<file path="config.mk">
export PLATFORM = sky130hd
export DESIGN_NAME = nn_frame_sequencer_flat
export DESIGN_NICKNAME = d
export VERILOG_FILES = /design/src/rtl/nn_frame_sequencer_if.sv /design/src/rtl/nn_frame_sequencer.sv /design/src/flat_wrapper.sv
export SDC_FILE = /design/constraint.sdc
export NUM_CORES = 1
export LEC_CHECK = 0
export CORE_MARGIN = 2
export CORE_UTILIZATION = 40
export DETAILED_ROUTE_END_ITERATION = 12
export PLACE_DENSITY = 0.7
export SYNTH_ARGS = -nofsm -noshare
export SYNTH_HDL_FRONTEND = slang
export SYNTH_SLANG_ARGS = --single-unit
</file>
<file path="constraint.sdc">
create_clock -name clk -period 1.97 [get_ports clk]
set_input_delay 0.394 -clock clk [delete_from_list [all_inputs] [get_ports clk]]
set_output_delay 0.394 -clock clk [all_outputs]
set_load 0.05 [all_outputs]
</file>
<file path="src/rtl/nn_frame_sequencer_if.sv">
// Byte-stream handshake bundle shared by the frame sequencer and its neighbours:
// an upstream byte stream (s_*) and a downstream result stream (m_*).
interface nn_frame_sequencer_if;
    logic       s_valid;
    logic       s_ready;
    logic [7:0] s_data;
    logic       m_valid;
    logic       m_ready;
    logic [7:0] m_data;
    logic       m_last;

    modport master (
        output s_valid, s_data, m_ready,
        input  s_ready, m_valid, m_data, m_last
    );

    modport slave (
        input  s_valid, s_data, m_ready,
        output s_ready, m_valid, m_data, m_last
    );
endinterface

</file>
<file path="src/rtl/nn_frame_sequencer.sv">
// Loads one frame (parameters, inputs) into the neural network core, runs it and streams
// the neuron results out. Optional trailing checksum byte: define NN_FRAME_CHECKSUM_EN.
module nn_frame_sequencer #(
    parameter int N_PARAM    = 24,
    parameter int N_INPUT    = 4,
    parameter int RUN_CYCLES = 2,
    parameter int N_OUT      = 4
) (
    input  logic                  clk,
    input  logic                  rstn,
    nn_frame_sequencer_if.slave   bus,
    output logic [7:0]            nn_data_in,
    output logic                  nn_changes,
    output logic [1:0]            nn_sel_out,
    input  logic [7:0]            nn_out,
    output logic                  busy
`ifdef NN_FRAME_CHECKSUM_EN
    ,
    output logic                  chk_err
`endif
);

    localparam int CNT_W = $clog2(N_PARAM + N_INPUT + 2);
    localparam int RUN_W = (RUN_CYCLES > 1) ? $clog2(RUN_CYCLES + 1) : 1;

    typedef enum logic [3:0] {
        ST_PARAM,
        ST_ADV1,
        ST_INPUT,
        ST_ADV2,
        ST_RUN,
        ST_ADV3,
        ST_SEL,
        ST_OUT,
        ST_ADV4
    } state_t;

    state_t             state, state_nxt;
    logic [CNT_W-1:0]   byte_cnt, byte_cnt_nxt;
    logic [RUN_W-1:0]   run_cnt, run_cnt_nxt;
    logic [1:0]         out_idx, out_idx_nxt;
    logic [7:0]         data_nxt;
    logic [7:0]         m_data_nxt;
    logic               m_valid_nxt;
    logic               m_last_nxt;
    logic               s_ready_nxt;
    logic               changes_nxt;
    logic               busy_nxt;
    logic               accept;
`ifdef NN_FRAME_CHECKSUM_EN
    logic [7:0]         sum, sum_nxt;
    logic               chk_err_nxt;
`endif

    assign accept = bus.s_valid && bus.s_ready;

    // Every output is a register; the comb process decides its value for the next cycle.
    always_ff @(posedge clk or negedge rstn) begin
        if (!rstn) begin
            state       <= ST_PARAM;
            byte_cnt    <= '0;
            run_cnt     <= '0;
            out_idx     <= '0;
            nn_data_in  <= '0;
            nn_changes  <= 1'b0;
            nn_sel_out  <= '0;
            bus.s_ready <= 1'b0;
            bus.m_valid <= 1'b0;
            bus.m_data  <= '0;
            bus.m_last  <= 1'b0;
            busy        <= 1'b0;
`ifdef NN_FRAME_CHECKSUM_EN
            sum         <= '0;
            chk_err     <= 1'b0;
`endif
        end else begin
            state       <= state_nxt;
            byte_cnt    <= byte_cnt_nxt;
            run_cnt     <= run_cnt_nxt;
            out_idx     <= out_idx_nxt;
            nn_data_in  <= data_nxt;
            nn_changes  <= changes_nxt;
            nn_sel_out  <= out_idx_nxt;
            bus.s_ready <= s_ready_nxt;
            bus.m_valid <= m_valid_nxt;
            bus.m_data  <= m_data_nxt;
            bus.m_last  <= m_last_nxt;
            busy        <= busy_nxt;
`ifdef NN_FRAME_CHECKSUM_EN
            sum         <= sum_nxt;
            chk_err     <= chk_err_nxt;
`endif
        end
    end

    always_comb begin
        state_nxt    = state;
        byte_cnt_nxt = byte_cnt;
        run_cnt_nxt  = run_cnt;
        out_idx_nxt  = out_idx;
        data_nxt     = nn_data_in;
        m_valid_nxt  = bus.m_valid;
        m_data_nxt   = bus.m_data;
        m_last_nxt   = bus.m_last;
`ifdef NN_FRAME_CHECKSUM_EN
        sum_nxt      = sum;
        chk_err_nxt  = chk_err;
`endif

        case (state)
            ST_PARAM: begin
                if (accept) begin
                    data_nxt = bus.s_data;
`ifdef NN_FRAME_CHECKSUM_EN
                    sum_nxt  = sum + bus.s_data;
`endif
                    if (byte_cnt == CNT_W'(N_PARAM - 1)) begin
                        byte_cnt_nxt = '0;
                        state_nxt    = ST_ADV1;
                    end else begin
                        byte_cnt_nxt = byte_cnt + 1'b1;
                    end
                end
            end
            ST_ADV1: state_nxt = ST_INPUT;
            ST_INPUT: begin
                if (accept) begin
`ifdef NN_FRAME_CHECKSUM_EN
                    // The trailing checksum byte is judged here and never reaches the core.
                    if (byte_cnt == CNT_W'(N_INPUT)) begin
                        chk_err_nxt  = (bus.s_data != sum);
                        sum_nxt      = '0;
                        byte_cnt_nxt = '0;
                        state_nxt    = ST_ADV2;
                    end else begin
                        data_nxt     = bus.s_data;
                        sum_nxt      = sum + bus.s_data;
                        byte_cnt_nxt = byte_cnt + 1'b1;
                    end
`else
                    data_nxt = bus.s_data;
                    if (byte_cnt == CNT_W'(N_INPUT - 1)) begin
                        byte_cnt_nxt = '0;
                        state_nxt    = ST_ADV2;
                    end else begin
                        byte_cnt_nxt = byte_cnt + 1'b1;
                    end
`endif
                end
            end
            ST_ADV2: begin
                run_cnt_nxt = '0;
                state_nxt   = ST_RUN;
            end
            ST_RUN: begin
                if (run_cnt == RUN_W'(RUN_CYCLES - 1)) begin
                    run_cnt_nxt = '0;
                    state_nxt   = ST_ADV3;
                end else begin
                    run_cnt_nxt = run_cnt + 1'b1;
                end
            end
            ST_ADV3: state_nxt = ST_SEL;
            ST_SEL: begin
                m_data_nxt  = nn_out;
                m_valid_nxt = 1'b1;
                m_last_nxt  = (out_idx == 2'(N_OUT - 1));
                state_nxt   = ST_OUT;
            end
            ST_OUT: begin
                if (bus.m_valid && bus.m_ready) begin
                    m_valid_nxt = 1'b0;
                    m_last_nxt  = 1'b0;
                    if (out_idx == 2'(N_OUT - 1)) begin
                        out_idx_nxt = '0;
                        state_nxt   = ST_ADV4;
                    end else begin
                        out_idx_nxt = out_idx + 2'd1;
                        state_nxt   = ST_SEL;
                    end
                end
            end
            ST_ADV4: state_nxt = ST_PARAM;
            default: state_nxt = ST_PARAM;
        endcase

        // Handshake, pulse and busy flags follow the state being entered so they line up with it.
        s_ready_nxt = (state_nxt == ST_PARAM) || (state_nxt == ST_INPUT);
        changes_nxt = (state_nxt == ST_ADV1) || (state_nxt == ST_ADV2) ||
                      (state_nxt == ST_ADV3) || (state_nxt == ST_ADV4);
        busy_nxt    = !((state_nxt == ST_PARAM) && (byte_cnt_nxt == '0));
    end

endmodule

</file>
<file path="src/flat_wrapper.sv">
// flat-port wrapper written by rule: the top's interface ports become plain ports
module nn_frame_sequencer_flat 
#(
    parameter int N_PARAM    = 24,
    parameter int N_INPUT    = 4,
    parameter int RUN_CYCLES = 2,
    parameter int N_OUT      = 4
)
  (clk, rstn, nn_data_in, nn_changes, nn_sel_out, nn_out, busy, bus_s_valid, bus_s_data, bus_m_ready, bus_s_ready, bus_m_valid, bus_m_data, bus_m_last);
  nn_frame_sequencer_if bus_i ();
  input  logic clk;
  input  logic rstn;
  output logic [7:0] nn_data_in;
  output logic nn_changes;
  output logic [1:0] nn_sel_out;
  input  logic [7:0] nn_out;
  output logic busy;
  input wire logic [$bits(bus_i.s_valid)-1:0] bus_s_valid;
  input wire logic [$bits(bus_i.s_data)-1:0] bus_s_data;
  input wire logic [$bits(bus_i.m_ready)-1:0] bus_m_ready;
  output wire logic [$bits(bus_i.s_ready)-1:0] bus_s_ready;
  output wire logic [$bits(bus_i.m_valid)-1:0] bus_m_valid;
  output wire logic [$bits(bus_i.m_data)-1:0] bus_m_data;
  output wire logic [$bits(bus_i.m_last)-1:0] bus_m_last;
  assign bus_i.s_valid = bus_s_valid;
  assign bus_i.s_data = bus_s_data;
  assign bus_i.m_ready = bus_m_ready;
  assign bus_s_ready = bus_i.s_ready;
  assign bus_m_valid = bus_i.m_valid;
  assign bus_m_data = bus_i.m_data;
  assign bus_m_last = bus_i.m_last;
  nn_frame_sequencer #(.N_PARAM(N_PARAM), .N_INPUT(N_INPUT), .RUN_CYCLES(RUN_CYCLES), .N_OUT(N_OUT)) u_core (.clk(clk), .rstn(rstn), .bus(bus_i), .nn_data_in(nn_data_in), .nn_changes(nn_changes), .nn_sel_out(nn_sel_out), .nn_out(nn_out), .busy(busy));
endmodule
</file>
==> out/metrics.yaml <==
status: "completed"
dp_hpwl_mm: 2.573
antenna_found_initial: 0
p_leak_nw: 0.9809
power.density_nw_per_um2: 1748
grt_first_pass_wirelength_mm: 6.265
hold_violations: 0
skew_ns: 0.007900
syn_area_per_cell_sq_um: 10.43
cts_buffers: 5
cts_tree: "yes"
initial_core_util: 0.4149
synth_ff_type: "dfrtp_1"
vdd_drop_max_mv: 0.9549
grt_overflow_total: 0
multi_input_area_sq_um: 737.0
finalSetupViolCount: 0
ys_ff_latch: 34
netlist_instances: 158
vias: 1354
cpLargestDelayFamily: "buffers and inverters"
crit_slowest_cell: "clkdlybuf4s50_1"
fin_crit_ns: 1.868
clock.fmax_ghz: 0.5354
postCtsSetupRepairBufs: 0
syn-num-nets: 180
worstSetupEndpointType: "primary output"
post-route-period-util: 0.9481
die_width_microns: 68.19
max_stage_delay_ns: 0.82
insertion_delay_ns: 0.28
rsz0062_at_grt: "no"
drive_gt1_frac: 0.1324
register_area_sq_um: 850.8
most-common-layout-cells: "39 x clkdlybuf4s50_1, 34 x dfrtp_1, 30 x nand2_1, 12 x nor2_1"
ys_types: 45
cts_buffer_depth: 2
required_ns: 1.58
final_cell_area_sq_um: 2208
fin_cells: 254
port_buffers: 42
antennaDiodeCount: 0
drtPass1Iterations: 4
drtAntennaViolNets: 0
clk_pin_slew_ns: 0.06
drv_slew: 0
cp.arrival_ns: 1.47
coreArea_sq_um: 3971
rows: 23
critical_path_class: "flop to primary output"
worstMarginPinSlew_ns: 0.5398
clock-root-buffer: "clkbuf_8"
grt_max_degree: 35
die_height_microns: 68.19
path_cells: "clkdlybuf4s50_1"
drc: 0
finalPower_mw: 3.861
crit_fanout: 3
vias_per_cell: 5.331
htreeDepth: 2
slew_headroom: 0.6390
min_path_type: "flop to flop"
dp.cells: 246
cts.sinks: 34
io_pins: 43
synth.cell_area_sq_um: 1648
synth_edf_count: 0
final_util: 0.5561
seq_area_frac_synth: 0.5163
gp_congestion: 0.8193
cp_num_buf_inv: 1
async_flop_share: 1.000
syn2layout_area_growth_pct: 34.02
tns_ns: 0
wl_mm: 3.578
drt_iter0_markers: 87
grt_pass1_vias: 1402
cap_viol_max_count: 0
nFillCells: 338
nNetsFinal: 225
wl_per_cell_microns: 14.09
grtUsageTotal: 0.1827
die-area_sq_um: 4649
final_common_cell: "clkdlybuf4s50_1"
ys_warn_count: 0
worstSetupStartpointType: "flop"
placed_area_sq_um: 2115
==> metal layers <==
layer  GRT usage  up-vias  part of all wire
met4     0.06500        0             0.015
met5           0        -                 0
li1            -      645                 -
met3     0.07895        7             0.068
met1      0.2116      657              0.42
met2      0.3010       45              0.49
==> registers in the layout (all words and copies together) (netlist names), 2 cells and up <==
signal / count
u_core.state: 4
u_core.nn_sel_out: 2
u_core.nn_data_in: 8
u_core.run_cnt: 2
u_core.bus.m_data: 8
u_core.byte_cnt: 5
==> timing repair <==
item                       in CTS  in global routing
gates resized for setup         0                  1
setup endpoints to repair       0                  1
hold buffers                    0                  0
==> cell usage after synthesis (all sizes together) (2+ instances only) <==
| cell type | number | share of area |
|---|---|---|
| dfrtp | 34 | 0.52 |
| nand2 | 30 | 0.068 |
| nor2 | 12 | 0.027 |
| mux2 | 11 | 0.075 |
| buf | 7 | 0.025 |
| nand3 | 7 | 0.021 |
| o21ai | 5 | 0.015 |
| a21oi | 4 | 0.012 |
| nand2b | 4 | 0.015 |
| and4b | 3 | 0.020 |
| inv | 3 | 0.0068 |
| nor3 | 3 | 0.0091 |
| o21a | 3 | 0.014 |
| clkbuf | 2 | 0.0046 |
| ha | 2 | 0.015 |
| nand4 | 2 | 0.0076 |
| nand4bb | 2 | 0.014 |
| nor2b | 2 | 0.0076 |
| or4b | 2 | 0.014 |
==> area by class of cell <==
cell class	count	share of cell area
Sequential cell	34	0.3853
Inverter	3	0.005099
Multi-Input combinational cell	112	0.3337
Timing Repair Buffer	47	0.2062
Clock inverter	1	0.002266
Tap cell	50	0.02833
Clock buffer	7	0.03909
==> power by group <==
group	internal [mW]	switching [mW]	total (mW)
clock	0.282	0.235	0.517
combinational	0.787	1.27	2.06
sequential	1.00	0.281	1.28
total	2.07	1.79	3.86
==> worst register-to-register path, cell delays in order, from the launching register on <==
cell and delay (ns):
dfrtp_1 0.41, ha_1 0.33, or4b_1 0.46, or3_1 0.31, nand4_1 0.09, nand4bb_1 0.11
==> cell families after synthesis <==
group	synth area share
simple gates	0.2544
mux	0.07517
compound gates	0.1025
buf+inv	0.03645
flops	0.5163
fa+ha+maj	0.01518
==> final timing paths <==
check                                        to                 start  cells past startpoint  slack (ns)
max                               nn_sel_out[1]  u_core.nn_sel_out[1]                      1        0.10
min in group asynchronous    u_core.byte_cnt[2]                  rstn                      2        0.52
min reg2reg                u_core.nn_data_in[3]  u_core.nn_data_in[3]                      2        0.48
min                        u_core.nn_data_in[3]  u_core.nn_data_in[3]                      2        0.48
max in group asynchronous  u_core.bus.m_data[2]                  rstn                      2        1.14
max reg2reg                         u_core.busy    u_core.byte_cnt[0]                      5        0.12
==> per-stage QoR <==
step | setup WS, ns | hold WS, ns
finish | 0.1022 | 0.4782
global route | 0.02915 | 0.5032
CTS | 0.05960 | 0.4816
detailed placement | -0.05503 | 0.4662
global placement | 0.04758 | 0.4595
floorplan | 0.2203 | 0.09841
Note: power is estimated with default switching activity, not from simulation.
